--- src/rtl/sync_fifo_ext.sv ---
// Synchronous FIFO with level flags, sticky overflow/underflow errors and
// a choice of registered-read or first-word-fall-through output.
module sync_fifo_ext #(
  parameter int unsigned WIDTH     = 8,
  parameter int unsigned DEPTH     = 8,
  parameter int unsigned AFULL_TH  = 6,
  parameter int unsigned AEMPTY_TH = 2,
  parameter int unsigned FWFT      = 0
) (
  input  logic                       clk,
  input  logic                       aresetn,
  input  logic [WIDTH-1:0]           w_data,
  input  logic                       w_enable,
  input  logic                       r_enable,
  output logic [WIDTH-1:0]           r_data,
  output logic                       r_valid,
  output logic                       full,
  output logic                       empty,
  output logic                       almost_full,
  output logic                       almost_empty,
  output logic [$clog2(DEPTH):0]     count,
  output logic                       overflow,
  output logic                       underflow,
  input  logic                       clr_err
);

  localparam int unsigned AW = $clog2(DEPTH);
  localparam int unsigned PW = AW + 1;

  logic [WIDTH-1:0] mem [DEPTH];
  logic [PW-1:0]    wptr;
  logic [PW-1:0]    rptr;
  logic [PW-1:0]    level;
  logic             wr_acc;
  logic             rd_acc;

  // Flags decode from the registered pointers only; the extra pointer bit
  // distinguishes full from empty.
  assign level        = wptr - rptr;
  assign count        = level;
  assign full         = (level == PW'(DEPTH));
  assign empty        = (level == '0);
  assign almost_full  = (level >= PW'(AFULL_TH));
  assign almost_empty = (level <= PW'(AEMPTY_TH));

  assign wr_acc = w_enable && !full;
  assign rd_acc = r_enable && !empty;

  // Pointer update; both wrap modulo 2*DEPTH by natural overflow
  always_ff @(posedge clk or negedge aresetn) begin
    if (!aresetn) begin
      wptr <= '0;
      rptr <= '0;
    end else begin
      if (wr_acc) wptr <= wptr + PW'(1);
      if (rd_acc) rptr <= rptr + PW'(1);
    end
  end

  // Storage is intentionally not reset
  always_ff @(posedge clk) begin
    if (wr_acc) mem[wptr[AW-1:0]] <= w_data;
  end

  // Sticky errors; a new event wins over a same-cycle clear
  always_ff @(posedge clk or negedge aresetn) begin
    if (!aresetn) begin
      overflow  <= 1'b0;
      underflow <= 1'b0;
    end else begin
      if (w_enable && full)       overflow <= 1'b1;
      else if (clr_err)           overflow <= 1'b0;
      if (r_enable && empty)      underflow <= 1'b1;
      else if (clr_err)           underflow <= 1'b0;
    end
  end

  generate
    if (FWFT != 0) begin : g_fwft
      // Head word is always visible; popping exposes the next one
      assign r_data  = mem[rptr[AW-1:0]];
      assign r_valid = !empty;
    end else begin : g_std
      logic [WIDTH-1:0] r_data_q;
      logic             r_valid_q;

      always_ff @(posedge clk or negedge aresetn) begin
        if (!aresetn) begin
          r_data_q  <= '0;
          r_valid_q <= 1'b0;
        end else begin
          r_valid_q <= rd_acc;
          if (rd_acc) r_data_q <= mem[rptr[AW-1:0]];
        end
      end

      assign r_data  = r_data_q;
      assign r_valid = r_valid_q;
    end
  endgenerate

endmodule

--- config.mk ---
export PLATFORM = sky130hd
export DESIGN_NAME = sync_fifo_ext
export DESIGN_NICKNAME = d
export VERILOG_FILES = /design/src/rtl/sync_fifo_ext.sv
export SDC_FILE = /design/constraint.sdc
export NUM_CORES = 1
export LEC_CHECK = 0
export CORE_MARGIN = 2
export CORE_UTILIZATION = 40
export CTS_CLUSTER_DIAMETER = 150
export DETAILED_ROUTE_END_ITERATION = 6
export PLACE_DENSITY = 0.67
export SETUP_SLACK_MARGIN = 0.4
export SYNTH_ARGS = -nofsm -noshare
export SYNTH_HDL_FRONTEND = slang
export SYNTH_SLANG_ARGS = --single-unit
--- constraint.sdc ---
create_clock -name clk -period 5.98 [get_ports clk]
set_input_delay 1.495 -clock clk [delete_from_list [all_inputs] [get_ports clk]]
set_output_delay 1.495 -clock clk [all_outputs]
set_load 0.005 [all_outputs]
==> out/qor.csv <==
stage,metric,value,unit
sta,hold slack final,0.483,ns
power,VDD IR max,0.231,mV
detailed_routing,drt wl/cell,17.4,µm
sta,Max Freq,221,MHz
floorplan,Die X,96.7,µm
global_route,grt ovf,0,
layout,Post-Layout Inst Area,4100,µm²
power,clock power share,0.178,
layout,share of cells above drive strength 1,0.209,
sta,TNS Setup,0,ns
power,Comb power frac,0.437,
synthesis,Post-Synthesis Net Count,215,
global_route,GR Util met3,0.0296,
detailed_routing,# DRC,0,
global_route,Total GRT Usage,0.139,
power,Psw,0.755,mW
critical_path,Crit Reg-Reg Startpoint,rptr[1]$_DFFE_PN0P_,
synthesis,Yosys reg bits,83,
layout,fin cells,349,
placed_design,Placer Congestion,0.813,
placed_design,Area after DPL,3900,µm²
critical_path,kind of critical path,flip-flop to output port,
synthesis,warnings from Yosys,0,
detailed_routing,Routed Antenna Nets,0,
synthesis,main area contributors after synthesis,"edfxtp_1 (56%), dfrtp_1 (14%), mux4_2 (10%), mux2i_1 (2.3%), ha_1 (1.8%)",
synthesis,synth unique cells,38,
floorplan,num ports,32,
critical_path,Setup crit end kind,output port,
critical_path,Worst path max stage delay,0.96,ns
placed_design,hpwl dp,3860,µm
global_route,met1 usage,0.180,
layout,Filler cells,702,
layout,"most common cell after layout, fill and taps aside",edfxtp_1,
placed_design,dpl cells,333,
global_route,first-pass GRT wire length,9840,µm
critical_path,CP Max Fanout,21,
layout,Area Overhead vs Synth,19.3,%
detailed_routing,drt first pass iters,4,
critical_path,type of origin of the critical path,flip-flop,
cts,Skew-Pair Late Insertion Delay,0.34,ns
min_path,hold path endpoint,r_data[6]$_DFFE_PN0P_,
power,Internal,1.49,mW
outcome,run status,"finished, final reports clean",
power,Reg power frac,0.385,
sta,Final Setup Violations,0,
critical_path,CP top delay family,flip-flops,
synthesis,"Async S/R FF share, synth",0.229,
critical_path,crit path DAT,3.03,ns
detailed_routing,post-DR vias/cell,5.15,
cts,Clock transition at path regs,0.09,ns
synthesis,share of the synthesized area in the top cell type,0.559,
synthesis,syn_area_per_cell,17.5,µm²
critical_path,R2R depth,7,
critical_path,Reg2Reg Capture Point,mem[6][7]$_DFFE_PP_,
sta,final count of hold timing violations,0,
sta,Worst-Margin Slew,0.934,ns
synthesis,post-synth top area cell,edfxtp_1,
detailed_routing,Via Count,1799,
global_route,Most Crowded Layer GR,met2,
min_path,Hold Path Stages,2,
global_route,largest net degree at the start of global routing,22,
min_path,hold_sp,r_data[6]$_DFFE_PN0P_,
cts,Num CTS Buffers,9,
synthesis,Synth Flop Type,edfxtp_1,
critical_path,CP max stage cell,dfrtp_1,
cts,Post-CTS Resized,0,
detailed_routing,aggregate routed wire length,6070,µm
critical_path,WP data required,4.49,ns
layout,final core utilization,0.497,
min_path,HP Class,flip-flop to flip-flop,
critical_path,crit-path cells,inv_1 > ha_1 > and3b_2 > o21ai_2 > nand2_1 > a211oi_1 > clkdlybuf4s50_1,
cts,H-tree levels,3,
sta,Final Cycle Share,0.757,
floorplan,DIE AREA,9350,µm²
floorplan,initial core utilization,0.416,
job,number of max-cap violations,0,
synthesis,"Seq/Total Area, Yosys",0.698,
power,Net Sw Frac,0.337,
floorplan,Core Area,8260,µm²
power,Power Density,547,nW/µm²
sta,slew margin rel.,0.376,
critical_path,CP bufs+invs,2,
sta,"Min Clock Period, post-route",4.53,ns
layout,"commonest non-fill, non-tap cells in the layout","edfxtp_1 (64), clkdlybuf4s50_1 (31), dfrtp_1 (19)",
cts,total setup buffers inserted after CTS,0,
cts,clock tree buffer depth,2,
synthesis,mapped cell area,3440,µm²
cts,number of buffers inserted by hold repair at cts,0,
layout,Diodes inserted,0,
sta,fin. max-slew vios,0,
global_route,initial antenna violation count,0,
cts,CTS tree,done,
sta,skew final,0.00990,ns
floorplan,row count,33,
global_route,number of global-route vias before repair,1836,
critical_path,FF-to-FF setup slack,2.75,ns
detailed_routing,drt first-iter violations,124,
global_route,GR Util met2,0.225,
cts,CTS sink count,83,
layout,Final nets,258,
power,LEAKAGE,1.47,nW
floorplan,Die Y-Extent,96.7,µm
synthesis,Post-Syn Instances,196,
sta,RSZ-0062 raised after global routing,no,
synthesis,number of synthesized flops with an enable pin,64,
placed_design,port bufs,31,
cts,clock root cell,clkbuf_8,
## through the flow
stage / worst slack, ns / total power [mW]
2_1_floorplan: 2.43 / 1.48
3_3_place_gp: 1.86 / 1.85
3_5_place_dp: 1.81 / 1.87
4_1_cts: 1.40 / 2.27
5_1_grt: 1.26 / 2.39
6_report: 1.45 / 2.24
## kinds of logic after synthesis
kind of cell,share of synthesized area
XOR/XNOR,0.0251
adder cells (fa/ha/maj),0.0240
AO/OA/AOI/OAI,0.0412
AND/OR/NAND/NOR,0.0510
buffers and inverters,0.0251
multiplexers,0.136
flip-flops,0.698
## flip-flops by register name, indices dropped and copies added, names as in the netlist
name,cells
wptr,4
mem,64
r_data,8
rptr,4
overflow,1
r_valid,1
underflow,1
## worst register-to-register path, delay by kind of cell (launching register included)
family	cells	cell delay, ns
AND/OR/NAND/NOR	3	1.13
flip-flops	1	0.96
adder cells (fa/ha/maj)	1	0.33
AO/OA/AOI/OAI	2	0.32
buffers and inverters	1	0.11
## Yosys cell counts (2+ instances only)
cell,n
a21oi_1,3
a22o_1,2
buf_2,3
buf_4,2
dfrtp_1,19
edfxtp_1,64
ha_1,5
inv_1,10
mux2i_1,8
mux4_2,16
nand2_1,14
nor2_1,4
nor3_1,7
nor4_1,2
o21ai_0,8
xnor2_1,6
xor2_1,2
## power by group through the flow
| stage | clock, mW | sequential (mW) | combinational, mW |
|---|---|---|---|
| 4_1_cts | 0.411 | 0.863 | 0.997 |
| 3_3_place_gp | 0 | 0.869 | 0.977 |
| 3_5_place_dp | 0 | 0.875 | 0.993 |
| 2_1_floorplan | 0 | 0.839 | 0.637 |
| 6_report | 0.399 | 0.862 | 0.980 |
| 5_1_grt | 0.437 | 0.878 | 1.08 |
## worst max-delay path by stage
stage	startpoint	end	slack, ns	depth (start not counted)
after floorplan	rptr[1]$_DFFE_PN0P_	almost_empty	2.43	8
after global placement	rptr[1]$_DFFE_PN0P_	almost_empty	1.86	7
after detailed placement	rptr[1]$_DFFE_PN0P_	almost_empty	1.81	7
after CTS	rptr[1]$_DFFE_PN0P_	almost_empty	1.40	7
after global routing	rptr[1]$_DFFE_PN0P_	almost_empty	1.26	7
final	rptr[1]$_DFFE_PN0P_	almost_empty	1.45	7
## final cells by class
type                       instances  area, µm²  area share
sequential                        83       2400       0.585
multi-input combinational         95        962       0.235
timing repair buffer              39        370      0.0903
tap                              105        131      0.0320
clock buffer                       9        124      0.0302
clock inverter                     7       73.8      0.0180
inverter                          11       41.3      0.0101
## per-layer routing
metal  vias to the layer above  part of all wire
met3                         9             0.034
met5                         -                 0
met2                        41              0.51
li1                        844                 -
met1                       905              0.44
met4                         0             0.018
Note: power is estimated with default switching activity, not from simulation.
==> patch, RTL diff (config.mk and constraints unchanged) <==
`DEPTH`: 8 -> 32.
--- a/src/rtl/sync_fifo_ext.sv
+++ b/src/rtl/sync_fifo_ext.sv
@@ -3,5 +3,5 @@
 module sync_fifo_ext #(
   parameter int unsigned WIDTH     = 8,
-  parameter int unsigned DEPTH     = 8,
+  parameter int unsigned DEPTH     = 32,
   parameter int unsigned AFULL_TH  = 6,
   parameter int unsigned AEMPTY_TH = 2,
Interface: changed (resized count); port bits go from 32 to 34. The function was not compared with the original's and may differ.
==> patch against the original RTL <==
Setup slack worse by 0.57 ns; count of clock-buffer cells in the layout increased by 32; sequential share of layout area is 6.5 points higher; via count rose to 3.0 times the old value; routed wire length rose to 3.7 times the old value; non-clock buffer count shrank 2; final area grew to 3.1 times the old value; fmax down 11%; total power grew to 2.8 times the old value; worst hold slack improved by 0.024 ns; sequential cell count increased by 196; area after synthesis increased to 3.3 times the old value; largest cell class unchanged.
==> patch: results (changes against the original RTL) <==
- Syn nets: 580 (+170%)
- Pre-CTS setup slack: 1.44 ns (-0.373 ns)
- CTS root buffer: clkbuf_16
- Drt total wl: 22.6 mm (+270%)
- Comb pwr: 2.16 mW (+120%)
- Compound-Gate Fraction of Synth Area: 0.0368 (-0.00437)
- Skew final: 0.0173 ns (+0.00745 ns)
- Crit path arrival time: 3.60 ns (+0.57 ns)
- Port bufs: 33 (+6.5%)
- FILL cells: 2277 (+220%)
- Switching power: 2.00 mW (+160%)
- Register area share after synthesis: 0.738 (+0.0405)
- First-pass GRT wire length: 34.0 mm (+250%)
- Synth cell count leaders: edfxtp_1, mux4_2, nor2_1
- Drt pass-1 iters: 5 (+1)
- Share of layout cells above drive strength 1: 0.182 (-0.0271)
- Worst skew pair latency: 0.54 ns (+0.20 ns)
- CTS buffer count: 28 (+19)
- Dpl cells: 948 (+180%)
- Kind of cell adding the most delay to the critical path: simple AND/OR/NAND/NOR gates
- Synth area leaders: edfxtp_1, mux4_2, dfrtp_1
- Leakage: 4.10 nW (+180%)
- H-tree lvl count: 1 (-2)
- Hpwl dp: 14.1 mm (+270%)
- Pwr Density: 495 nW/µm² (-9.5%)
- Synth Area in Adders: 0.0130 (-0.0111)
- DR iter-0 viols: 525 (+320%)
- Mapped Cells: 556 (+180%)
- Worst Hold Class: reg -> reg
- Clock-pin slew on the worst setup and hold paths: 0.06 ns (-0.03 ns)
- Max FFs per register: 256 (+300%)
- Post-synth EDFFs: 256 (+300%)
- Synth cell types: 48 (+26%)
- Clk buf depth: 3 (+1)
- Post-synthesis mux area share: 0.148 (+0.0126)
- Via/cell ratio: 5.46 (+6.0%)
- Peak VDD IR: 209 µV (-9.4%)
- NumNets Final: 624 (+140%)
- Crit-path max cell delay: 0.64 ns (-0.32 ns)
- Xor/xnor cell area share of the yosys netlist: 0.0110 (-0.0142)
- Asr flop ratio synth: 0.0824 (-0.146)
- Status: finished clean
- Vias in the first global route: 5588 (+200%)
- Largest net degree at the start of global routing: 66 (+200%)
- Max-slew headroom: 0.123 (-0.253)
- Vias: 5458 (+200%)
- Die W: 171 µm (+77%)
- Slowest CP cell: dfrtp_4
- Area after DPL: 11900 µm² (+200%)
==> patch: cell count changes after synthesis, sizes merged, moves of 7 or more <==
cell,change
mux2,+8
or3,+9
a22o,+7
mux2i,-7
a221oi,+7
edfxtp,+192
o22ai,+14
clkbuf,+8
nor2,+35
buf,+8
mux4,+50
==> patch: kinds of logic (layout without fill, tap and decap cells) <==
kind of cell             after synthesis  after routing
flip-flops                           279            279
AND/OR/NAND/NOR                       80             80
multiplexers                          77             77
AO/OA/AOI/OAI                         57             57
buffers and inverters                 38            103
XOR/XNOR                              14             14
adder cells (fa/ha/maj)               11             11
==> patch: cell type report <==
cell class                      instances  area, µm²  area share
Clock inverter                         10       78.8     0.00620
Multi-Input combinational cell        239       2710       0.213
Sequential cell                       279       8270       0.650
Tap cell                              378        473      0.0372
Timing Repair Buffer                   37        360      0.0283
Inverter                               15       56.3     0.00443
Clock buffer                           41        771      0.0606
==> patch: worst paths after layout <==
path | from | end | slack, ns | cells past startpoint
hold / removal | wptr[5]$_DFFE_PN0P_ | wptr[5]$_DFFE_PN0P_ | 0.51 | 1
hold reg to reg | wptr[5]$_DFFE_PN0P_ | wptr[5]$_DFFE_PN0P_ | 0.51 | 1
min in group asynchronous | aresetn | underflow$_DFFE_PN0P_ | 1.52 | 1
max in group asynchronous | aresetn | rptr[0]$_DFFE_PN0P_ | 3.70 | 1
setup / recovery | rptr[0]$_DFFE_PN0P_ | empty | 0.89 | 8
setup reg to reg | rptr[2]$_DFFE_PN0P_ | mem[25][0]$_DFFE_PP_ | 1.53 | 8
==> patch: per-layer routing <==
layer  vias to the layer above  global-route usage  share of wire
met3                        42              0.0173          0.050
met4                         0              0.0578          0.029
li1                       2368                   -              -
met2                       172               0.254           0.49
met1                      2876               0.218           0.43
met5                         -                   0              0
